===== config.mk =====
export PLATFORM = sky130hd
export DESIGN_NAME = damage_stun_manager
export DESIGN_NICKNAME = d
export VERILOG_FILES = /design/src/rtl/damage_stun_manager.sv
export SDC_FILE = /design/constraint.sdc
export NUM_CORES = 1
export LEC_CHECK = 0
export BUFFER_PORTS_ARGS = -buffer_cell sky130_fd_sc_hd__buf_2
export CAP_MARGIN = 20
export CORE_ASPECT_RATIO = 1.75
export CORE_UTILIZATION = 26
export DETAILED_ROUTE_END_ITERATION = 8
export PLACE_DENSITY = 0.48
export SYNTH_ARGS = -nofsm -noshare
export SYNTH_HDL_FRONTEND = slang
export SYNTH_SLANG_ARGS = --single-unit
export TNS_END_PERCENT = 50

===== constraint.sdc =====
create_clock -name clk -period 2.9 [get_ports clk]
set_input_delay 0.435 -clock clk [delete_from_list [all_inputs] [get_ports clk]]
set_output_delay 0.435 -clock clk [all_outputs]
set_load 0.03 [all_outputs]

===== src/rtl/damage_stun_manager.sv =====
// damage_stun_manager
// Converts edge-qualified hit/block frame-state codes from the hit checker
// into health deductions and frame-based stun countdowns, and runs the round
// flow IDLE -> FIGHT -> KO -> OVER.
// Optional feature macro: CHIP_DAMAGE_EN (blocked hits also remove 1 health).
module damage_stun_manager #(
    parameter logic [3:0] MAX_HEALTH       = 4'd3,
    parameter logic [3:0] HIT_DAMAGE       = 4'd1,
    parameter logic [5:0] HITSTUN_FRAMES   = 6'd30,
    parameter logic [5:0] BLOCKSTUN_FRAMES = 6'd15,
    parameter logic [7:0] KO_HOLD_FRAMES   = 8'd120
) (
    input  logic       clk,
    input  logic       rst_n,
    input  logic       frame_tick,
    input  logic       round_start,
    input  logic [1:0] char1_frame_state,
    input  logic [1:0] char2_frame_state,
    output logic [3:0] char1_health,
    output logic [3:0] char2_health,
    output logic       char1_stun,
    output logic       char2_stun,
    output logic       char1_stun_block,
    output logic       char2_stun_block,
    output logic       round_active,
    output logic       ko_flag,
    output logic [1:0] winner
);

    typedef enum logic [1:0] {S_IDLE, S_FIGHT, S_KO, S_OVER} state_t;

    state_t      state_q, state_d;
    logic [1:0]  prev1_q, prev1_d, prev2_q, prev2_d;
    logic [3:0]  h1_q, h1_d, h2_q, h2_d;
    logic [5:0]  cnt1_q, cnt1_d, cnt2_q, cnt2_d;
    logic        blk1_q, blk1_d, blk2_q, blk2_d;
    logic        stun1_q, stun1_d, stun2_q, stun2_d;
    logic [7:0]  ko_cnt_q, ko_cnt_d;
    logic        active_q, active_d, ko_q, ko_d;
    logic [1:0]  winner_q, winner_d;

    logic        hit1, hit2, blkev1, blkev2, take1, take2, restart;

    // Health minus damage using a 5-bit intermediate; underflow clamps to 0.
    function automatic logic [3:0] sub_sat(input logic [3:0] h, input logic [3:0] d);
        logic [4:0] diff;
        diff = {1'b0, h} - {1'b0, d};
        return diff[4] ? 4'd0 : diff[3:0];
    endfunction

    // Edge-qualified events: previous sample must be "no hit" (11 counts as 00).
    assign hit1    = (char1_frame_state == 2'b01) && (prev1_q == 2'b00);
    assign blkev1  = (char1_frame_state == 2'b10) && (prev1_q == 2'b00);
    assign hit2    = (char2_frame_state == 2'b01) && (prev2_q == 2'b00);
    assign blkev2  = (char2_frame_state == 2'b10) && (prev2_q == 2'b00);
    // Events only land in FIGHT on a character that is not already stunned.
    assign take1   = (state_q == S_FIGHT) && (cnt1_q == 6'd0);
    assign take2   = (state_q == S_FIGHT) && (cnt2_q == 6'd0);
    assign restart = ((state_q == S_IDLE) || (state_q == S_OVER)) && round_start;

    // Next-state computation for round flow, health and stun countdowns.
    always_comb begin
        state_d  = state_q;
        h1_d     = h1_q;
        h2_d     = h2_q;
        cnt1_d   = cnt1_q;
        cnt2_d   = cnt2_q;
        blk1_d   = blk1_q;
        blk2_d   = blk2_q;
        ko_cnt_d = ko_cnt_q;
        active_d = active_q;
        ko_d     = ko_q;
        winner_d = winner_q;
        prev1_d  = (char1_frame_state == 2'b11) ? 2'b00 : char1_frame_state;
        prev2_d  = (char2_frame_state == 2'b11) ? 2'b00 : char2_frame_state;

        // Stun loads take priority over a coincident frame_tick decrement.
        if (restart) begin
            cnt1_d = 6'd0;
            blk1_d = 1'b0;
        end else if (take1 && hit1) begin
            cnt1_d = HITSTUN_FRAMES;
            blk1_d = 1'b0;
        end else if (take1 && blkev1) begin
            cnt1_d = BLOCKSTUN_FRAMES;
            blk1_d = 1'b1;
        end else if (frame_tick && (cnt1_q != 6'd0)) begin
            cnt1_d = cnt1_q - 6'd1;
            if (cnt1_q == 6'd1) blk1_d = 1'b0;
        end

        if (restart) begin
            cnt2_d = 6'd0;
            blk2_d = 1'b0;
        end else if (take2 && hit2) begin
            cnt2_d = HITSTUN_FRAMES;
            blk2_d = 1'b0;
        end else if (take2 && blkev2) begin
            cnt2_d = BLOCKSTUN_FRAMES;
            blk2_d = 1'b1;
        end else if (frame_tick && (cnt2_q != 6'd0)) begin
            cnt2_d = cnt2_q - 6'd1;
            if (cnt2_q == 6'd1) blk2_d = 1'b0;
        end

        if (take1 && hit1) h1_d = sub_sat(h1_q, HIT_DAMAGE);
`ifdef CHIP_DAMAGE_EN
        else if (take1 && blkev1) h1_d = sub_sat(h1_q, 4'd1);
`endif
        if (take2 && hit2) h2_d = sub_sat(h2_q, HIT_DAMAGE);
`ifdef CHIP_DAMAGE_EN
        else if (take2 && blkev2) h2_d = sub_sat(h2_q, 4'd1);
`endif

        case (state_q)
            S_IDLE, S_OVER: begin
                if (round_start) begin
                    h1_d     = MAX_HEALTH;
                    h2_d     = MAX_HEALTH;
                    winner_d = 2'b00;
                    ko_d     = 1'b0;
                    active_d = 1'b1;
                    state_d  = S_FIGHT;
                end
            end
            S_FIGHT: begin
                if ((h1_d == 4'd0) || (h2_d == 4'd0)) begin
                    winner_d = {h1_d == 4'd0, h2_d == 4'd0};
                    ko_cnt_d = KO_HOLD_FRAMES;
                    ko_d     = 1'b1;
                    active_d = 1'b0;
                    state_d  = S_KO;
                end
            end
            S_KO: begin
                if (ko_cnt_q == 8'd0) begin
                    state_d = S_OVER;
                end else if (frame_tick) begin
                    ko_cnt_d = ko_cnt_q - 8'd1;
                    if (ko_cnt_q == 8'd1) state_d = S_OVER;
                end
            end
            default: state_d = S_IDLE;
        endcase

        stun1_d = (cnt1_d != 6'd0);
        stun2_d = (cnt2_d != 6'd0);
    end

    // State register; reset returns everything to the idle, zero-health state.
    always_ff @(posedge clk or negedge rst_n) begin
        if (!rst_n) begin
            state_q  <= S_IDLE;
            prev1_q  <= 2'b00;
            prev2_q  <= 2'b00;
            h1_q     <= 4'd0;
            h2_q     <= 4'd0;
            cnt1_q   <= 6'd0;
            cnt2_q   <= 6'd0;
            blk1_q   <= 1'b0;
            blk2_q   <= 1'b0;
            stun1_q  <= 1'b0;
            stun2_q  <= 1'b0;
            ko_cnt_q <= 8'd0;
            active_q <= 1'b0;
            ko_q     <= 1'b0;
            winner_q <= 2'b00;
        end else begin
            state_q  <= state_d;
            prev1_q  <= prev1_d;
            prev2_q  <= prev2_d;
            h1_q     <= h1_d;
            h2_q     <= h2_d;
            cnt1_q   <= cnt1_d;
            cnt2_q   <= cnt2_d;
            blk1_q   <= blk1_d;
            blk2_q   <= blk2_d;
            stun1_q  <= stun1_d;
            stun2_q  <= stun2_d;
            ko_cnt_q <= ko_cnt_d;
            active_q <= active_d;
            ko_q     <= ko_d;
            winner_q <= winner_d;
        end
    end

    assign char1_health     = h1_q;
    assign char2_health     = h2_q;
    assign char1_stun       = stun1_q;
    assign char2_stun       = stun2_q;
    assign char1_stun_block = blk1_q;
    assign char2_stun_block = blk2_q;
    assign round_active     = active_q;
    assign ko_flag          = ko_q;
    assign winner           = winner_q;

endmodule

==> flow_metrics.tcl <==
set metrics [dict create \
    clk_pin_slew_ns 0.07 \
    leakage_nw 1.48 \
    vias 2460 \
    synth.area.top_cells "dfrtp_1 38%, ha_1 5.9%, a21oi_1 4.3%" \
    rsz0062_at_grt "no" \
    antenna_found_initial 0 \
    synth_ff_type "dfrtp_1" \
    place_ws_ns 0.175 \
    ant_nets 0 \
    fin_util_pct 32.1 \
    syn-cell-area_um2 2770 \
    placement.io_buffers 23 \
    root_buffer "clkbuf_16" \
    cts_tree "done" \
    use_met2_pct 27.8 \
    overflow 0 \
    place_hpwl_um 5760 \
    placed_cell_area_um2 3110 \
    min_period_ns 2.70 \
    startpoint "cnt2_q[1]$_DFF_PN0_" \
    power_w 0.00308 \
    crit_required_ns 3.05 \
    worstRegToRegCells 7 \
    vias_per_cell 5.23 \
    slew_viol_final 0 \
    r2r_end "char2_stun$_DFF_PN0_" \
    combPwrFrac_pct 47.9 \
    slew_headroom_pct 65.3 \
    wire_per_inst_um 16.0 \
    yosysTopAreaCellShare_pct 37.9 \
    fin_crit_sh_pct 93.3 \
    r2r_slack_ns 0.20 \
    drt-total-wl_um 7500 \
    hold_viol_final 0 \
    p_sw_share_pct 42.3 \
    grt_pass1_vias 2556 \
    worst_slack_ns 0.195 \
    synthArstFlopShare_pct 100 \
    layout.nets 364 \
    finalSetupViolCount 0 \
    worstPathMaxFanout 8 \
    fmax_mhz 370 \
    gr-usage-met1_pct 15.6 \
    reg2reg_from "cnt2_q[1]$_DFF_PN0_" \
    yosysMostFrequentCell "dfrtp_1" \
    yosys_warnings 0 \
    area_growth_pct 19.3 \
    status "complete, no violations" \
    crit_path_end_kind "flop" \
    rows 49 \
    internal-power_w 0.00178 \
    ys_top_cells_by_count "42 x dfrtp_1, 24 x a21oi_1, 24 x nor2_1" \
    syn_nets 328 \
    ctsHoldBuffers 0 \
    grt_use_total_pct 14.8 \
    start_kind "flop" \
    ioPinCount 24 \
    clkPwrFrac_pct 21.3 \
    grt_pass1_wl_um 12600 \
    syn_avg_cell_area_um2 9.03 \
    dieWidth_um 80.1 \
    ys_seq_area_share_pct 37.9 \
    maxCapViolCount 0 \
    grt_use_met3_pct 2.24 \
    cp.arrival_ns 2.86 \
    synth-edff-count 0 \
    initial_utilization_pct 26.9 \
    power_switching_w 0.00130 \
    drtIter0Drc 122 \
    grt_max_degree 43 \
    yosysUniqueCellTypes 59 \
    fin_tns_setup_ns 0 \
    cts_htree_levels 2 \
    cts_num_sinks 42 \
    numCtsBuffers 5 \
    crit_type "reg -> reg" \
    route.detailed.drc 0 \
    power_density_nw_per_um2 932 \
    clock-skew-final_ns 0.00894 \
    clock_latency_ns 0.29 \
    globalplace.congestion 0.754 \
    seqPwrFrac_pct 30.9 \
    drive_gt1_share_pct 18.7 \
    holdCritPathClass "in -> async" \
    synth_cells 307 \
    nFillCells 1096 \
    antenna_cells 0 \
    crit_path_end "char2_stun$_DFF_PN0_" \
    cts_buffer_depth 2 \
    dr.pass1.iters 4 \
    ys_ff_latch 42 \
    ir_worst_vdd_mv 0.285 \
    worstMarginPinSlew_ns 0.517 \
    die_h_um 139 \
    core_um2 10300 \
    final_area_um2 3310 \
    synth_top_area_cell "dfrtp_1" \
    die-area_um2 11100 \
    top_usage_layer "met2" \
]
==> registers in the layout, indices dropped and copies added, names as in the netlist <==
signal,flops
char1_health,4
char1_stun,1
char1_stun_block,1
char2_health,4
char2_stun,1
char2_stun_block,1
cnt1_q,6
cnt2_q,6
ko_cnt_q,8
ko_flag,1
prev1_q,2
prev2_q,2
round_active,1
state_q,2
winner,2
==> timing repair <==
| action | in CTS | in global routing |
|---|---|---|
| endpoints found under the hold margin | 0 | 0 |
| setup buffers | 0 | 0 |
| endpoints found under the setup margin | 0 | 3 |
| resized for setup | 0 | 2 |
==> layout make-up <==
class,count,area (um2),area share [%]
Sequential cell,42,1050,31.8
Clock inverter,1,30.0,0.908
Clock buffer,6,139,4.20
Inverter,20,75.1,2.27
Timing Repair Buffer,39,248,7.49
Tap cell,127,159,4.80
Multi-Input combinational cell,235,1610,48.6
==> placed cells by master, fill, tap and decap left out, drive strengths merged, types with 2 or more instances in the layout <==
cell	instances
nor3	17
xnor2	4
o22ai	2
mux2i	5
a211oi	4
and4	2
ha	13
a2bb2oi	2
or2	2
dfrtp	42
nand2b	3
nor2	24
buf	39
nor3b	7
a31oi	6
or4b	4
a211o	3
nor2b	14
o311ai	2
nand3	8
a21o	3
or3	5
xor2	4
nor4	3
and3	2
a21oi	24
nand2	18
o21a	5
nand4	7
o21ai	16
nor4b	5
clkbuf	6
inv	20
a311oi	2
or4	5
==> metal layers <==
| metal | up-vias | share of wire [%] |
|---|---|---|
| li1 | 1199 | - |
| met1 | 1213 | 40 |
| met2 | 37 | 56 |
| met3 | 11 | 2.1 |
| met4 | 0 | 2.3 |
| met5 | - | 0 |
==> power groups by stage <==
stage          clock [W]  sequential, W  combinational [W]
5_1_grt         0.000695       0.000980            0.00165
6_report        0.000656       0.000952            0.00148
3_5_place_dp           0       0.000964            0.00148
4_1_cts         0.000680       0.000955            0.00149
2_1_floorplan          0       0.000967            0.00102
3_3_place_gp           0       0.000964            0.00147
==> kinds of logic after synthesis <==
| group | count (synthesis) | synth area share, % |
|---|---|---|
| buffers and inverters | 30 | 4.51 |
| multiplexers | 5 | 1.81 |
| AND/OR/NAND/NOR | 131 | 28.7 |
| adder cells (fa/ha/maj) | 13 | 5.87 |
| AO/OA/AOI/OAI | 78 | 18.7 |
| flip-flops | 42 | 37.9 |
| XOR/XNOR | 8 | 2.53 |
==> metrics by stage <==
stage	cells	hold slack, ns
2_1_floorplan	307	0.139
3_3_place_gp	462	0.543
3_5_place_dp	462	0.534
4_1_cts	469	0.343
5_1_grt	470	0.0729
6_report	470	0.0482
==> how the worst min path moves through the flow <==
stage / startpoint / cells after the start / end
floorplan: rst_n / 0 / char1_health[0]$_DFF_PN0_
global placement: ko_cnt_q[7]$_DFFE_PN0P_ / 1 / ko_cnt_q[7]$_DFFE_PN0P_
detailed placement: ko_cnt_q[7]$_DFFE_PN0P_ / 1 / ko_cnt_q[7]$_DFFE_PN0P_
CTS: rst_n / 1 / ko_cnt_q[1]$_DFFE_PN0P_
global route: rst_n / 1 / ko_cnt_q[1]$_DFFE_PN0P_
finish: rst_n / 1 / ko_cnt_q[1]$_DFFE_PN0P_
==> critical path: stages (launching register included) <==
cell	delay, ns
dfrtp_1	0.40
inv_1	0.11
ha_1	0.17
or4b_1	0.60
nor4b_2	0.43
nor3_1	0.11
or3_1	0.35
or4_1	0.41
No activity file was read; power rests on OpenSTA's default activity.
